**src/rtl/keypad_matrix_responder_pkg.sv**
```systemverilog
// Shared definitions for the keypad matrix responder: FSM encoding, key_code
// field positions, idle row level and bounce LFSR constants.
package kp_pkg;

    typedef enum logic [2:0] {
        ST_IDLE     = 3'd0,
        ST_BOUNCE_P = 3'd1,
        ST_PRESS    = 3'd2,
        ST_BOUNCE_R = 3'd3,
        ST_GAP      = 3'd4
    } kp_state_e;

    localparam int KC_ROW_LSB = 2;
    localparam int KC_COL_LSB = 0;

    localparam logic [3:0] ROWS_IDLE = 4'hF;

    // Fibonacci taps 8,6,5,4 map to state bits 7,5,4,3
    localparam logic [7:0] LFSR_SEED = 8'hA5;
    localparam logic [7:0] LFSR_TAPS = 8'hB8;

    // Counter reload value for an N-cycle phase; N=0 behaves as N=1
    function automatic int cnt_load(input int n);
        return (n < 1) ? 0 : n - 1;
    endfunction

endpackage

```
**src/rtl/keypad_matrix_responder_lfsr8.sv**
```systemverilog
// 8-bit Fibonacci LFSR driving contact chatter during bounce windows.
// Advances only while enabled; seeded at reset and never reseeded.
module kp_lfsr8
    import kp_pkg::*;
(
    input  logic       clk,
    input  logic       rst,
    input  logic       i_en,
    output logic [7:0] o_state
);

    logic [7:0] r_state;
    logic       w_fb;

    assign w_fb = ^(r_state & LFSR_TAPS);

    always_ff @(posedge clk or negedge rst) begin
        if (!rst)
            r_state <= LFSR_SEED;
        else if (i_en)
            r_state <= {r_state[6:0], w_fb};
    end

    assign o_state = r_state;

endmodule

```
**src/rtl/keypad_matrix_responder.sv**
```systemverilog
// Responder end of the 4x4 keypad matrix: emulates a pressed key against the
// scanner's column drive. Optional contact bounce under KEYPAD_BOUNCE_EN.
module keypad_matrix_responder
    import kp_pkg::*;
#(
    parameter int HOLD_CYCLES   = 1000,
    parameter int GAP_CYCLES    = 200,
    parameter int BOUNCE_CYCLES = 64,
    parameter int CNT_W         = 16
) (
    input  logic       clk,
    input  logic       rst,
    input  logic [3:0] key_code,
    input  logic       key_valid,
    output logic       key_ready,
    output logic       busy,
    output logic       key_done,
    input  logic [3:0] Keypad_cols,
    output logic [3:0] Keypad_rows
);

    localparam logic [CNT_W-1:0] HOLD_LD = CNT_W'(cnt_load(HOLD_CYCLES));
    localparam logic [CNT_W-1:0] GAP_LD  = CNT_W'(cnt_load(GAP_CYCLES));

    if (cnt_load(HOLD_CYCLES) >= 2**CNT_W || cnt_load(GAP_CYCLES) >= 2**CNT_W ||
        cnt_load(BOUNCE_CYCLES) >= 2**CNT_W) begin : g_cnt_fit
        $error("keypad_matrix_responder: count parameter exceeds CNT_W");
    end

    kp_state_e        r_state, w_next;
    logic [CNT_W-1:0] r_cnt, w_cnt_nxt;
    logic [3:0]       r_code;
    logic [3:0]       r_rows;
    logic             w_accept;
    logic             w_cnt_zero;
    logic             w_contact;
    logic [1:0]       w_row, w_col;

`ifdef KEYPAD_BOUNCE_EN
    localparam logic [CNT_W-1:0] BNC_LD = CNT_W'(cnt_load(BOUNCE_CYCLES));
    logic       w_lfsr_en;
    logic [7:0] w_lfsr;

    kp_lfsr8 u_lfsr (
        .clk     (clk),
        .rst     (rst),
        .i_en    (w_lfsr_en),
        .o_state (w_lfsr)
    );

    assign w_lfsr_en = (r_state == ST_BOUNCE_P) || (r_state == ST_BOUNCE_R);
`endif

    assign w_accept   = key_valid && (r_state == ST_IDLE);
    assign w_cnt_zero = (r_cnt == '0);
    assign key_ready  = (r_state == ST_IDLE);
    assign busy       = (r_state != ST_IDLE);

    always_comb begin
        w_next    = r_state;
        w_cnt_nxt = w_cnt_zero ? r_cnt : r_cnt - 1'b1;
        w_contact = 1'b0;
        key_done  = 1'b0;
        case (r_state)
            ST_IDLE: begin
                if (w_accept) begin
`ifdef KEYPAD_BOUNCE_EN
                    w_next    = ST_BOUNCE_P;
                    w_cnt_nxt = BNC_LD;
`else
                    w_next    = ST_PRESS;
                    w_cnt_nxt = HOLD_LD;
`endif
                end
            end
`ifdef KEYPAD_BOUNCE_EN
            ST_BOUNCE_P: begin
                w_contact = w_lfsr[0];
                if (w_cnt_zero) begin
                    w_next    = ST_PRESS;
                    w_cnt_nxt = HOLD_LD;
                end
            end
            ST_BOUNCE_R: begin
                w_contact = w_lfsr[0];
                if (w_cnt_zero) begin
                    w_next    = ST_GAP;
                    w_cnt_nxt = GAP_LD;
                end
            end
`endif
            ST_PRESS: begin
                w_contact = 1'b1;
                if (w_cnt_zero) begin
`ifdef KEYPAD_BOUNCE_EN
                    w_next    = ST_BOUNCE_R;
                    w_cnt_nxt = BNC_LD;
`else
                    w_next    = ST_GAP;
                    w_cnt_nxt = GAP_LD;
`endif
                end
            end
            ST_GAP: begin
                if (w_cnt_zero) begin
                    key_done = 1'b1;
                    w_next   = ST_IDLE;
                end
            end
            default: w_next = ST_IDLE;
        endcase
    end

    always_ff @(posedge clk or negedge rst) begin
        if (!rst) begin
            r_state <= ST_IDLE;
            r_cnt   <= '0;
            r_code  <= '0;
        end else begin
            r_state <= w_next;
            r_cnt   <= w_cnt_nxt;
            if (w_accept)
                r_code <= key_code;
        end
    end

    assign w_row = r_code[KC_ROW_LSB +: 2];
    assign w_col = r_code[KC_COL_LSB +: 2];

    // Registered so the scanner sees rows one clock after it drives a column
    always_ff @(posedge clk or negedge rst) begin
        if (!rst)
            r_rows <= ROWS_IDLE;
        else if (w_contact && !Keypad_cols[w_col])
            r_rows <= ROWS_IDLE & ~(4'b0001 << w_row);
        else
            r_rows <= ROWS_IDLE;
    end

    assign Keypad_rows = r_rows;

endmodule

```
**config.mk**
```make
export PLATFORM = sky130hd
export DESIGN_NAME = keypad_matrix_responder
export DESIGN_NICKNAME = d
export VERILOG_FILES = /design/src/rtl/keypad_matrix_responder_pkg.sv /design/src/rtl/keypad_matrix_responder_lfsr8.sv /design/src/rtl/keypad_matrix_responder.sv
export SDC_FILE = /design/constraint.sdc
export NUM_CORES = 1
export LEC_CHECK = 0
export ABC_AREA = 1
export CORE_MARGIN = 1.5
export CORE_UTILIZATION = 45
export CTS_CLUSTER_DIAMETER = 30
export DETAILED_ROUTE_END_ITERATION = 10
export GPL_TIMING_DRIVEN = 0
export HOLD_SLACK_MARGIN = 0.02
export PLACE_DENSITY_LB_ADDON = 0.12
export SYNTH_ARGS = -nofsm -noshare
export SYNTH_HDL_FRONTEND = slang
export SYNTH_SLANG_ARGS = --single-unit
```
**constraint.sdc**
```tcl
create_clock -name clk -period 1.6 [get_ports clk]
set_clock_uncertainty 0.1 [all_clocks]
set_input_delay 0.32 -clock clk [delete_from_list [all_inputs] [get_ports clk]]
set_output_delay 0.32 -clock clk [all_outputs]
set_load 0.02 [all_outputs]
```
Yosys cells after proc, flatten, opt, wreduce, memory -nomap -nowiden
Cells that the tools add are included.
- register bits: 27
- input port bits: 11
- output and inout bits: 7
- word-level logic and storage cells: 34
- add/subtract/negate cells: 1
- order comparisons: 1
- equality and inequality tests: 5
- shifts and indexed selects: 1
- mux-type cells: 14
- bitwise gates (word level): 1
- reduce and logical (&&, ||, !) cells: 7
- operators with widths (kind ; count):
    $mux 16 ; 3
    $pmux 16 s2 ; 1
    $logic_not 16->1 ; 1
    $sub 16x1->16 const B ; 1
    $mux 3 ; 3
    $pmux 3 s3 ; 1
    $mux 1 ; 4
    $mux 4 ; 1
    $ne 2x2->1 const B ; 2
    $not 4->4 ; 1
    $shl 1x2->4 const A ; 1
    $eq 3x2->1 const B ; 1
    $eq 3x3->1 const B ; 1
    $logic_not 3->1 ; 1
    $lt 2x3->1 const B ; 1
    $reduce_and 3->1 ; 1
    $reduce_bool 3->1 ; 1
    $bmux 1 s2 ; 1
    $logic_and 1x1->1 ; 2
    $ne 2x1->1 const B ; 1
    $logic_not 1->1 ; 1

Depth between registers and ports, before layout
- depth in word-level cells: 5
- gate-level depth with buffers: 8

Worst setup path before layout
Ideal clock, no wire load.
- path type: reg-to-output
- from: register r_cnt[0]
- to: output port key_done
- arrival: 1263 ps
- path slack: -83 ps
- stages on the path, launching flop included: 7
- path buffers: 0
- cell sequence: dfrtp_1 > inv_2 > ha_1 > nand2_1 > nor2_1 > nand2_1 > nor2_1
- word-level cells in the longest chain between the ends: 3
- RTL lines (what ; RTL line ; text):
    from (decl) ; keypad_matrix_responder.sv:31 ; logic [CNT_W-1:0] r_cnt, w_cnt_nxt;
    from (signal assigned) ; keypad_matrix_responder.sv:121 ; r_cnt <= w_cnt_nxt;
    $logic_not 16->1 ; keypad_matrix_responder.sv:55 ; assign w_cnt_zero = (r_cnt == '0);
    $mux 1 ; keypad_matrix_responder.sv:105 ; if (w_cnt_zero) begin
    $mux 1 ; keypad_matrix_responder.sv:64 ; case (r_state)
    to (decl) ; keypad_matrix_responder.sv:17 ; output logic key_done,
Every way passes these cells.

Worst setup path in the final report
Ends and elaborated chain as after synthesis.

==> impl_metrics.ini <==
[drt]
drt_iter0_markers = 68
drc = 0
vias = 1532
first_pass_iters = 4
routed_via_density = 5.02
drt_wl_total_um = 4070
detail_route.wl_per_cell_um = 13.4
final_antenna_net_count = 0

[worst_setup_path]
worst-endpoint-required_ns = 1.18
critPathSlowestCell = dfrtp_1
max_stage_delay_ns = 0.43
path_cells = inv_2 -> ha_4 -> nand2_4 -> nor2_4 -> nand2_2 -> nor2_2 -> buf_6
endpoint = key_done
worstPathArrival_ns = 1.51
rrSetupSlack_ns = -0.24
end_kind = primary output
crit_type = reg2out
r2r_end = r_cnt[0]$_DFF_PN0_
crit_path_start = r_cnt[0]$_DFF_PN0_
reg2reg_depth = 11
worstReg2RegStart = r_cnt[0]$_DFF_PN0_
crit_fanout = 2
startpoint_type = register

[cts]
clockBufferDepth = 2
clock_sinks = 26
ctsHoldBuffers = 0
htree_levels = 1
clkLatencyLatePin_ns = 0.35
cts_tree = built
root_buffer = clkbuf_4
clkTransAtPathRegs_ns = 0.15
cts_made_buffers = 3

[power_and_ir_drop]
combPwrFrac_pct = 3.8
vdd_drop_max_v = 0.000494
cellPowerDensity_nw_per_um2 = 529
switching_share_pct = 20.3
power_frac_seq_pct = 56.1
p_leak_nw = 1.08
internal_power_mw = 0.939
switchingPower_mw = 0.239
pwr-share-clk_pct = 40.1

[sta]
fin_ws_ns = -0.334
fin_hold_ws_ns = 0.0970
fin_crit_ns = 1.93
rsz0062_at_grt = yes
slew_headroom_pct = 20.0
fmax_ghz = 0.517
hold_viol_final = 0
setup_viol = 3
tightest_slew_ns = 1.20
fin_crit_sh_pct = 121
maxSlewViolCount = 0

[floorplan]
die_w_um = 61.2
die_area_um2 = 3750
rows = 20
core_um2 = 3130
initial_utilization_pct = 48.8
die_h_um = 61.2
io_pins = 18

[synth]
ys_seq_area_share_pct = 43.0
synthDistinctLibCells = 24
synth_warnings = 0
syn_area_um2 = 1530
synth_area_per_cell_um2 = 7.48
synth_fp_nets = 218
ys_ff_latch = 26
synthCells = 204

[global_routing]
antenna_found_initial = 0
grt_max_degree = 27
grt_pass1_vias = 1415
overflow = 0
grtUsageTotal_pct = 22.6
grt_first_pass_wirelength_um = 6240

[final_layout]
final_nets = 276
drive_above_1_share_pct = 40.2
fin_util_pct = 71.1
area_growth_pct = 45.9
antenna_cells = 0

[status]
status = complete, but fails checks
violations = setup timing

[hold_path]
hold_path_class = in2async

[place]
post-dp-hpwl_um = 2510
globalplace.congestion = 0.823
port_buffers = 17

[flow_run]
drv_cap = 0
-- cells in the final DEF, fill, tap and decap left out --
master / Yosys / routed
nand3_2: 5 / 6
nand3_4: 0 / 1
clkbuf_16: 0 / 1
clkbuf_4: 0 / 3
a21oi_1: 1 / 1
xor2_1: 2 / 2
o21ai_1: 1 / 2
nand2_4: 1 / 4
inv_4: 0 / 1
nand2_2: 5 / 9
inv_2: 3 / 4
o211ai_1: 1 / 1
nand4_1: 2 / 2
dfrtp_1: 22 / 21
bufinv_16: 0 / 1
nor2_2: 6 / 11
buf_6: 1 / 3
nand3b_1: 1 / 1
clkbuf_2: 0 / 2
clkdlybuf4s15_2: 0 / 2
o21ai_0: 5 / 4
inv_1: 19 / 17
dfrtp_2: 0 / 1
ha_4: 0 / 3
nand2_1: 61 / 54
nor2_1: 37 / 28
buf_2: 0 / 1
nand3_1: 15 / 13
or2_2: 2 / 2
buf_8: 0 / 1
buf_4: 1 / 35
clkdlybuf4s50_1: 0 / 9
dlymetal6s2s_1: 0 / 1
o21ai_2: 1 / 1
nor2_4: 5 / 9
dfstp_2: 4 / 4
-- state kept, by name, indices dropped and copies added, names as in the netlist --
signal	cells
Keypad_rows	4
r_cnt	16
r_code	4
r_state	2
-- Yosys cell counts, drive strengths merged --
library cell	n	share of area (%)
nand3b	1	0.49
buf	2	1.2
o211ai	1	0.49
inv	22	5.4
a21oi	1	0.33
xor2	2	1.1
nand2	67	18
dfstp	4	6.9
or2	2	0.82
nand4	2	0.82
o21ai	7	2.5
nor2	48	15
ha	3	2.5
nand3	20	8.2
dfrtp	22	36
-- worst max-delay path: cells and delay by family, from the launching register on --
kind          cells  cell delay [ns]
fa+ha+maj         1             0.16
buf+inv           2             0.22
flops             1             0.43
simple gates      4             0.36
-- routing by layer --
metal / vias to the layer above / track usage (%) / part of all wire, %
met2: 51 / 40.1 / 50
met3: 17 / 3.99 / 5.7
met1: 718 / 26.7 / 40
met5: - / 0 / 0
met4: 0 / 9.63 / 4.2
li1: 746 / - / -
-- logic make-up (layout without fill, tap and decap cells) --
logic type / after synthesis / after routing / share of synthesized area (%)
XOR/XNOR: 2 / 2 / 1.15
AND/OR/NAND/NOR: 140 / 140 / 43.4
adder cells (fa/ha/maj): 3 / 3 / 2.46
flip-flops: 26 / 26 / 43.0
buffers and inverters: 24 / 81 / 6.64
AO/OA/AOI/OAI: 9 / 9 / 3.36
-- layout make-up --
class	count	area, um2
Fill cell	240	903
Multi-Input combinational cell	154	898
Sequential cell	26	657
Timing Repair Buffer	53	454
Inverter	22	85.1
Tap cell	44	55.1
Clock inverter	1	30.0
Clock buffer	3	22.5
Buffer	2	22.5
-- metrics by stage --
step                      total power, mW  area, um2  TNS [ns]  setup slack (ns)  std cells
after floorplan                     0.678       1530         0           0.00177        204
after global placement              0.718       1760     -7.13            -0.660        265
after detailed placement            0.719       1760     -7.70            -0.643        265
after CTS                            1.18       2080     -1.33            -0.282        298
after global routing                 1.21       2220     -1.03            -0.389        305
final                                1.18       2220    -0.613            -0.334        305
-- how the worst min path moves through the flow --
stage	from	endpoint	slack (ns)	depth (start not counted)
3_5_place_dp	r_code[3]$_DFFE_PN0P_	Keypad_rows[3]$_DFF_PN1_	0.31	1
2_1_floorplan	rst	r_cnt[0]$_DFF_PN0_	-0.08	0
4_1_cts	r_code[3]$_DFFE_PN0P_	Keypad_rows[3]$_DFF_PN1_	0.33	1
6_report	rst	r_cnt[15]$_DFF_PN0_	0.1	1
5_1_grt	rst	r_cnt[14]$_DFF_PN0_	0.19	1
3_3_place_gp	r_code[3]$_DFFE_PN0P_	Keypad_rows[3]$_DFF_PN1_	0.31	1
-- power groups by stage --
| stage | combinational, mW | clock (mW) | sequential, mW |
|---|---|---|---|
| 6_report | 0.0450 | 0.472 | 0.660 |
| 5_1_grt | 0.0501 | 0.504 | 0.661 |
| 4_1_cts | 0.0467 | 0.472 | 0.660 |
| 3_5_place_dp | 0.0471 | 0 | 0.672 |
| 3_3_place_gp | 0.0461 | 0 | 0.672 |
| 2_1_floorplan | 0.00371 | 0 | 0.674 |
-- timing repair --
| action | 4_1_cts | 5_1_grt |
|---|---|---|
| resized for setup | 38 | 28 |
| pin swaps | 14 | 12 |
| cloned | 0 | 1 |
| setup endpoints to repair | 9 | 41 |
| setup buffers | 29 | 14 |
Power figures use the tool's default switching activity.
